File: config.mk
export PLATFORM = sky130hd
export DESIGN_NAME = cbfp0_shift_apply_flat
export DESIGN_NICKNAME = d
export VERILOG_FILES = /design/src/rtl/cbfp0_shift_apply_if.sv /design/src/rtl/cbfp0_shift_apply.sv /design/src/flat_wrapper.sv
export SDC_FILE = /design/constraint.sdc
export NUM_CORES = 2
export LEC_CHECK = 0
export BUFFER_PORTS_ARGS = -buffer_cell sky130_fd_sc_hd__buf_2
export CORE_ASPECT_RATIO = 0.7
export CORE_MARGIN = 2
export CORE_UTILIZATION = 39
export CTS_BUF_LIST = sky130_fd_sc_hd__clkbuf_8 sky130_fd_sc_hd__clkbuf_16
export DETAILED_ROUTE_END_ITERATION = 12
export GPL_ROUTABILITY_DRIVEN = 0
export GPL_TIMING_DRIVEN = 1
export PLACE_DENSITY = 0.6
export SETUP_SLACK_MARGIN = 0.15
export SYNTH_ARGS = -nofsm -noshare
export SYNTH_HDL_FRONTEND = slang
export SYNTH_SLANG_ARGS = --single-unit
File: constraint.sdc
create_clock -name clk -period 5.8 [get_ports clk]
set_clock_uncertainty 0.05 [all_clocks]
set_input_delay 0.87 -clock clk [delete_from_list [all_inputs] [get_ports clk]]
set_output_delay 0.87 -clock clk [all_outputs]
set_load 0.005 [all_outputs]
File: src/rtl/cbfp0_shift_apply_if.sv
// Sample, shift and status bundle between the CBFP stage-0 butterfly
// side and the shift-apply block.
interface cbfp0_shift_apply_if #(
   parameter int DW = 13,
   parameter int OW = 11,
   parameter int SW = 5
);
   logic                 din_valid;
   logic signed [DW-1:0] din_re;
   logic signed [DW-1:0] din_im;
   logic                 min_valid;
   logic [SW-1:0]        min_shift;
   logic                 dout_valid;
   logic signed [OW-1:0] dout_re;
   logic signed [OW-1:0] dout_im;
   logic [SW-1:0]        dout_shift;
   logic                 blk_first;
   logic                 err_ovf;
   logic                 err_spur;

   modport master (
      output din_valid, din_re, din_im,
      output min_valid, min_shift,
      input  dout_valid, dout_re, dout_im,
      input  dout_shift, blk_first,
      input  err_ovf, err_spur
   );

   modport slave (
      input  din_valid, din_re, din_im,
      input  min_valid, min_shift,
      output dout_valid, dout_re, dout_im,
      output dout_shift, blk_first,
      output err_ovf, err_spur
   );
endinterface

File: src/rtl/cbfp0_shift_apply.sv
// Ping-pong block buffer that applies the CBFP stage-0 common shift,
// saturates to the output width and streams the normalised block.
module cbfp0_shift_apply #(
   parameter int DW  = 13,
   parameter int OW  = 11,
   parameter int SW  = 5,
   parameter int BLK = 32
) (
   input logic clk,
   input logic rstn,
   cbfp0_shift_apply_if.slave io
);

   localparam int AW = $clog2(BLK);
   localparam int IW = 2 * DW - 1;
   localparam logic [AW-1:0] LAST = AW'(BLK - 1);
   localparam logic [SW-1:0] SMAX = SW'(DW - 1);
   localparam logic signed [IW-1:0] OMAX = IW'(2 ** (OW - 1) - 1);
   localparam logic signed [IW-1:0] OMIN = ~OMAX;

   typedef enum logic {IDLE, READ} state_e;

   function automatic logic [SW-1:0] clamp(input logic [SW-1:0] s);
      return (s > SMAX) ? SMAX : s;
   endfunction

   function automatic logic signed [OW-1:0] norm(
      input logic signed [DW-1:0] x,
      input logic [SW-1:0]        s
   );
      logic signed [IW-1:0] w;
      w = {{(IW - DW){x[DW-1]}}, x};
      w = w <<< s;
      w = w >>> (DW - OW);
      if (w > OMAX) return OMAX[OW-1:0];
      if (w < OMIN) return OMIN[OW-1:0];
      return w[OW-1:0];
   endfunction

   logic signed [DW-1:0] mem_re_q [2][BLK];
   logic signed [DW-1:0] mem_im_q [2][BLK];

   state_e        state_q, state_d;
   logic [AW-1:0] wcnt_q, wcnt_d;
   logic [AW-1:0] rcnt_q, rcnt_d;
   logic          wb_q, wb_d;
   logic          rb_q, rb_d;
   logic          drop_q, drop_d;
   logic [1:0]    full_q, full_d;
   logic [1:0]    hs_q, hs_d;
   logic [SW-1:0] sh_q [2];
   logic [SW-1:0] sh_d [2];
   logic          ovf_q, ovf_d;
   logic          spur_q, spur_d;

   logic                 dv_q, dv_d;
   logic signed [OW-1:0] re_q, re_d;
   logic signed [OW-1:0] im_q, im_d;
   logic [SW-1:0]        dsh_q, dsh_d;
   logic                 first_q, first_d;

   logic          free_now, wr_last, ovf_now, wr_drop, wr_en;
   logic [1:0]    fe, hs_e, rdy;
   logic [SW-1:0] sh_e [2];
   logic          min_rb, min_ot, spur_now, rd_en;

   // Bank views as they stand after this cycle's write and min_valid.
   always_comb begin
      free_now = (state_q == READ) && (rcnt_q == LAST);
      wr_last  = io.din_valid && (wcnt_q == LAST);
      ovf_now  = io.din_valid && (wcnt_q == '0) && full_q[wb_q] &&
                 !(free_now && (rb_q == wb_q));
      wr_drop  = (wcnt_q == '0) ? ovf_now : drop_q;
      wr_en    = io.din_valid && !wr_drop;
      fe = full_q;
      if (wr_en && wr_last) fe[wb_q] = 1'b1;
      min_rb   = io.min_valid && fe[rb_q] && !hs_q[rb_q];
      min_ot   = io.min_valid && !min_rb &&
                 fe[~rb_q] && !hs_q[~rb_q];
      spur_now = io.min_valid && !min_rb && !min_ot;
      hs_e = hs_q;
      sh_e = sh_q;
      if (min_rb) begin
         hs_e[rb_q] = 1'b1;
         sh_e[rb_q] = clamp(io.min_shift);
      end
      if (min_ot) begin
         hs_e[~rb_q] = 1'b1;
         sh_e[~rb_q] = clamp(io.min_shift);
      end
      rdy = fe & hs_e;
   end

   always_comb begin
      wcnt_d = wcnt_q;
      wb_d   = wb_q;
      drop_d = drop_q;
      ovf_d  = ovf_q | ovf_now;
      spur_d = spur_q | spur_now;
      if (io.din_valid) begin
         wcnt_d = wcnt_q + AW'(1);
         drop_d = wr_drop && !wr_last;
         if (wr_en && wr_last) wb_d = ~wb_q;
      end
   end

   // Reading starts in the cycle the oldest bank becomes ready.
   always_comb begin
      state_d = state_q;
      rcnt_d  = rcnt_q;
      rb_d    = rb_q;
      full_d  = fe;
      hs_d    = hs_e;
      sh_d    = sh_e;
      rd_en   = (state_q == READ) || rdy[rb_q];
      if (rd_en) begin
         if (rcnt_q == LAST) begin
            rcnt_d       = '0;
            rb_d         = ~rb_q;
            full_d[rb_q] = 1'b0;
            hs_d[rb_q]   = 1'b0;
            state_d      = rdy[~rb_q] ? READ : IDLE;
         end else begin
            rcnt_d  = rcnt_q + AW'(1);
            state_d = READ;
         end
      end
      dv_d    = rd_en;
      first_d = rd_en && (rcnt_q == '0);
      dsh_d   = rd_en ? sh_e[rb_q] : '0;
      re_d    = rd_en ? norm(mem_re_q[rb_q][rcnt_q], sh_e[rb_q]) : '0;
      im_d    = rd_en ? norm(mem_im_q[rb_q][rcnt_q], sh_e[rb_q]) : '0;
   end

   always_ff @(posedge clk) begin
      if (wr_en) begin
         mem_re_q[wb_q][wcnt_q] <= io.din_re;
         mem_im_q[wb_q][wcnt_q] <= io.din_im;
      end
   end

   always_ff @(posedge clk or negedge rstn) begin
      if (!rstn) begin
         state_q <= IDLE;
         wcnt_q  <= '0;
         rcnt_q  <= '0;
         wb_q    <= 1'b0;
         rb_q    <= 1'b0;
         drop_q  <= 1'b0;
         full_q  <= '0;
         hs_q    <= '0;
         sh_q    <= '{default: '0};
         ovf_q   <= 1'b0;
         spur_q  <= 1'b0;
         dv_q    <= 1'b0;
         re_q    <= '0;
         im_q    <= '0;
         dsh_q   <= '0;
         first_q <= 1'b0;
      end else begin
         state_q <= state_d;
         wcnt_q  <= wcnt_d;
         rcnt_q  <= rcnt_d;
         wb_q    <= wb_d;
         rb_q    <= rb_d;
         drop_q  <= drop_d;
         full_q  <= full_d;
         hs_q    <= hs_d;
         sh_q    <= sh_d;
         ovf_q   <= ovf_d;
         spur_q  <= spur_d;
         dv_q    <= dv_d;
         re_q    <= re_d;
         im_q    <= im_d;
         dsh_q   <= dsh_d;
         first_q <= first_d;
      end
   end

   assign io.dout_valid = dv_q;
   assign io.dout_re    = re_q;
   assign io.dout_im    = im_q;
   assign io.dout_shift = dsh_q;
   assign io.blk_first  = first_q;
   assign io.err_ovf    = ovf_q;
   assign io.err_spur   = spur_q;

endmodule

File: src/flat_wrapper.sv
// flat-port wrapper written by rule: the top's interface ports become plain ports
module cbfp0_shift_apply_flat 
#(
   parameter int DW  = 13,
   parameter int OW  = 11,
   parameter int SW  = 5,
   parameter int BLK = 32
)
  (clk, rstn, io_din_valid, io_din_re, io_din_im, io_min_valid, io_min_shift, io_dout_valid, io_dout_re, io_dout_im, io_dout_shift, io_blk_first, io_err_ovf, io_err_spur);
  cbfp0_shift_apply_if #(.DW(DW), .OW(OW), .SW(SW)) io_i ();
  input logic clk;
  input logic rstn;
  input wire logic [$bits(io_i.din_valid)-1:0] io_din_valid;
  input wire logic [$bits(io_i.din_re)-1:0] io_din_re;
  input wire logic [$bits(io_i.din_im)-1:0] io_din_im;
  input wire logic [$bits(io_i.min_valid)-1:0] io_min_valid;
  input wire logic [$bits(io_i.min_shift)-1:0] io_min_shift;
  output wire logic [$bits(io_i.dout_valid)-1:0] io_dout_valid;
  output wire logic [$bits(io_i.dout_re)-1:0] io_dout_re;
  output wire logic [$bits(io_i.dout_im)-1:0] io_dout_im;
  output wire logic [$bits(io_i.dout_shift)-1:0] io_dout_shift;
  output wire logic [$bits(io_i.blk_first)-1:0] io_blk_first;
  output wire logic [$bits(io_i.err_ovf)-1:0] io_err_ovf;
  output wire logic [$bits(io_i.err_spur)-1:0] io_err_spur;
  assign io_i.din_valid = io_din_valid;
  assign io_i.din_re = io_din_re;
  assign io_i.din_im = io_din_im;
  assign io_i.min_valid = io_min_valid;
  assign io_i.min_shift = io_min_shift;
  assign io_dout_valid = io_i.dout_valid;
  assign io_dout_re = io_i.dout_re;
  assign io_dout_im = io_i.dout_im;
  assign io_dout_shift = io_i.dout_shift;
  assign io_blk_first = io_i.blk_first;
  assign io_err_ovf = io_i.err_ovf;
  assign io_err_spur = io_i.err_spur;
  cbfp0_shift_apply #(.DW(DW), .OW(OW), .SW(SW), .BLK(BLK)) u_core (.clk(clk), .rstn(rstn), .io(io_i));
endmodule
==> results.rst <==
.. list-table::
   :header-rows: 1

   * - Metric
     - Value
   * - Run status
     - finished clean
   * - Vertical extent of the die
     - 355 um
   * - Sequential share of the synthesized area
     - 0.748
   * - Via density per instance
     - 6.05
   * - Max Fclk
     - 0.179 GHz
   * - Estimated wirelength of the detail-placed design
     - 130 mm
   * - Tightest Pin Transition
     - 1.21 ns
   * - H-Tree Depth
     - 4
   * - Power share of the combinational group
     - 0.350
   * - Clock tree from TritonCTS
     - yes
   * - Combined area of all synthesized cells
     - 68800 um^2
   * - Root Buffer Master
     - clkbuf_16
   * - Global route overflow
     - 0
   * - Sequential power share
     - 0.383
   * - CP arrival
     - 6.24 ns
   * - Final Instance Area
     - 78600 um^2
   * - Count of different cell masters after synthesis
     - 89
   * - Pin count of the biggest net entering global routing
     - 73
   * - Routed len/inst
     - 32.7 um
   * - RSZ-0062 raised after global routing
     - no
   * - VDD IR-drop max
     - 0.300 mV
   * - Number of nets at the end of the flow
     - 3893
   * - DR DRC count
     - 0
   * - Critical path class
     - reg -> reg
   * - Port-buffer cells
     - 65
   * - Gate count of the mapped netlist
     - 3541
   * - Worst reg-to-reg setup slack
     - 0.21 ns
   * - Kind of launch point of the worst setup path
     - flop
   * - First-pass GRT wire length
     - 288 mm
   * - Max clock buf depth
     - 3
   * - Hold crit path type
     - in -> async
   * - Total via count after detailed routing
     - 38200
   * - Antenna violations before repair
     - 16
   * - Most used flip-flop cell after synthesis
     - edfxtp_1
   * - FF-to-FF End
     - u_core.io.dout_re[0]
   * - Post-detailed-routing wire length
     - 207 mm
   * - Final critical-path setup slack
     - 0.210 ns
   * - Switching power as a share of total power
     - 0.356
   * - Synth Warn #
     - 0
   * - Total CTS buffers
     - 153
   * - Fraction of layout cells with a size suffix above 1
     - 0.263
   * - Layout overhead on the synthesized area
     - 14.3%
   * - Worst-case headroom to the max-slew limit
     - 0.189
   * - Setup fix buffers added after clock tree synthesis
     - 0
   * - DRT Pass-1 Iters
     - 8
   * - Startpoint of the worst register-to-register path
     - u_core.rcnt_q[3]
   * - Clock transition at the register clock pins on the worst setup and hold paths after CTS
     - 0.07 ns
   * - Number of top-level design ports
     - 66
   * - Die area
     - 180000 um^2
   * - Synth Register Bits
     - 1723
   * - Data required time at the worst endpoint
     - 6.45 ns
   * - Setup crit end kind
     - flop
   * - Final standard cell utilization of the core
     - 0.450
   * - Power density over the cells
     - 470 nW/um^2
   * - Maxcap violations
     - 0
   * - Residual antenna-violating net count after detailed routing
     - 0
   * - Final hold violation count
     - 0
   * - Leak
     - 25.3 nW
   * - Worst R2R Path Depth
     - 13
   * - DR iter-0 viols
     - 6789
   * - # fillers
     - 14900
   * - Number of enable flip-flop cells after synthesis
     - 1664
   * - Sinks on the clock net
     - 1723
   * - Net switching power
     - 13.2 mW
   * - Instance area after placement
     - 73800 um^2
   * - Final critical-path share of the clock period
     - 0.964
   * - Floorplan Core Area
     - 175000 um^2
   * - Clock power share
     - 0.267
   * - Post-placement setup slack
     - -0.00835 ns
   * - Min Clock Period, post-route
     - 5.59 ns
   * - Internal cell power
     - 23.8 mW
   * - Overall power
     - 37.0 mW
   * - X dimension of the die
     - 506 um
   * - CP max FO
     - 18
   * - CTS Hold Buffers Added
     - 0
   * - Async SR Flop Fraction
     - 0.0342
   * - Insertion delay of the later-clocked pin in the worst-skew pair
     - 0.80 ns
   * - Max-slew violation count
     - 0
   * - Aggregate negative setup slack
     - 0 ns
   * - Final Setup Violations
     - 0
   * - GRT Resource Usage Total
     - 0.227
   * - Via count of the first global-routing pass
     - 36000
   * - Number of placement rows
     - 128
   * - Starting density of the core
     - 0.394
   * - Nets in the synthesized netlist
     - 3584
   * - Post-synthesis average cell area
     - 19.4 um^2
-- cells in the final DEF (no fill, tap or decap), types with 9 or more instances in the layout --
cell,synthesis,final
mux4_2,341,341
clkbuf_16,0,155
nor2_4,0,41
dfrtp_1,59,54
clkinv_2,0,22
a31oi_1,25,24
nor2b_1,14,10
nand2_1,187,187
nor2_2,1,27
buf_2,58,65
buf_4,48,256
or2_2,9,9
or3_1,11,11
a221oi_1,11,11
o21ai_0,42,40
nand2b_1,11,11
a21oi_1,95,93
edfxtp_1,1664,1664
inv_1,13,49
a22oi_1,105,105
o211ai_1,13,13
a211oi_1,18,18
o221ai_1,31,31
buf_12,1,29
nand3_1,34,34
and2_1,12,12
clkinv_1,2,37
a22o_1,10,10
a21o_1,18,18
nor3_1,36,36
mux2_2,25,25
o22ai_1,45,45
mux2i_1,201,201
nor2_1,162,95
-- layer usage --
metal  track usage  routed length, um
met4        0.0492               4450
met3        0.0797              29500
met5             0                 13
met2         0.306              84100
met1         0.350              88500
-- logic make-up after synthesis --
group                      synth area share
DFF                                   0.748
buffers and inverters                0.0171
adders and majority gates           0.00146
muxes                                 0.146
xor gates and xnor gates           0.000637
and+or+nand+nor                      0.0347
AOI/OAI and AO/OA                    0.0522
-- per-stage QoR --
stage	instances	hold WS, ns
after detailed placement	6035	0.399
after CTS	6316	0.202
after global routing	6316	0.275
after floorplan	3541	0.408
final	6317	0.230
after global placement	6035	0.397
-- synth_stat cells, types with 12 or more instances --
master / number / area (um^2)
a211oi_1: 18 / 135
a21oi_1: 95 / 475
o22ai_1: 45 / 282
o21ai_0: 42 / 210
a21o_1: 18 / 135
a22oi_1: 105 / 788
nor2_1: 162 / 608
nor2b_1: 14 / 87.6
inv_1: 13 / 48.8
clkbuf_1: 65 / 244
mux2_2: 25 / 282
dfrtp_1: 59 / 1480
nor3_1: 36 / 180
buf_2: 58 / 290
o211ai_1: 13 / 97.6
nand2_1: 187 / 702
o221ai_1: 31 / 272
mux4_2: 341 / 7680
edfxtp_1: 1664 / 50000
a31oi_1: 25 / 156
nand3_1: 34 / 170
and2_1: 12 / 75.1
buf_4: 48 / 360
mux2i_1: 201 / 2010
buf_6: 15 / 169
-- cell type report --
type                       count  area [um^2]  share of cell area
sequential                  1723        51500               0.655
multi-input combinational   1606        16600               0.211
clock buffer                 158         3920              0.0499
tap                         2340         2930              0.0372
timing repair buffer         350         2830              0.0360
clock inverter               123          856              0.0109
inverter                      16         60.1            0.000764
antenna                        1         2.50           0.0000318
-- critical path, stage by stage, from the launching register on --
cell and delay [ns]:
dfrtp_2 0.62, nand2_1 0.69, o221ai_1 0.72, a31oi_2 0.67, a31oi_1 0.22, nor2_1 0.18
buf_4 0.23, mux2i_1 0.12, a22oi_1 0.21, a31oi_1 0.23, a211o_1 0.32, or4b_4 0.49
o31ai_4 0.47, a41o_1 0.26
-- worst max path at each step --
stage	startpoint	endpoint	slack [ns]	cells past startpoint
after floorplan	u_core.rcnt_q[2]	u_core.io.dout_re[0]	1.13	18
after global placement	u_core.rcnt_q[2]	u_core.io.dout_im[4]	0.04	15
after detailed placement	u_core.rcnt_q[2]	u_core.io.dout_im[5]	-0.008	15
after CTS	u_core.rcnt_q[2]	u_core.io.dout_im[2]	0.29	15
after global routing	u_core.rcnt_q[0]	u_core.io.dout_re[3]	0.15	14
final	u_core.rcnt_q[3]	u_core.io.dout_re[0]	0.21	13
-- timing repair --
action / 4_1_cts / 5_1_grt
cloned: 0 / 0
resized for setup: 1 / 10
setup endpoints to repair: 10 / 20
-- flip-flops by register name, indices dropped and copies added, names as in the netlist, 2 cells and up --
signal,count
u_core.wcnt_q,5
u_core.io.dout_im,11
u_core.mem_im_q,832
u_core.io.dout_re,11
u_core.rcnt_q,5
u_core.sh_q,10
u_core.mem_re_q,832
u_core.full_q,2
u_core.io.dout_shift,5
u_core.hs_q,2
-- power groups by stage --
stage | Combinational [mW] | Sequential, mW | Clock [mW]
after global placement | 12.4 | 14.4 | 0
after detailed placement | 12.4 | 14.4 | 0
final | 12.9 | 14.2 | 9.87
after global routing | 13.3 | 14.2 | 10.5
after CTS | 12.5 | 14.2 | 10.0
after floorplan | 7.10 | 14.3 | 0
Power figures use the tool's default switching activity.
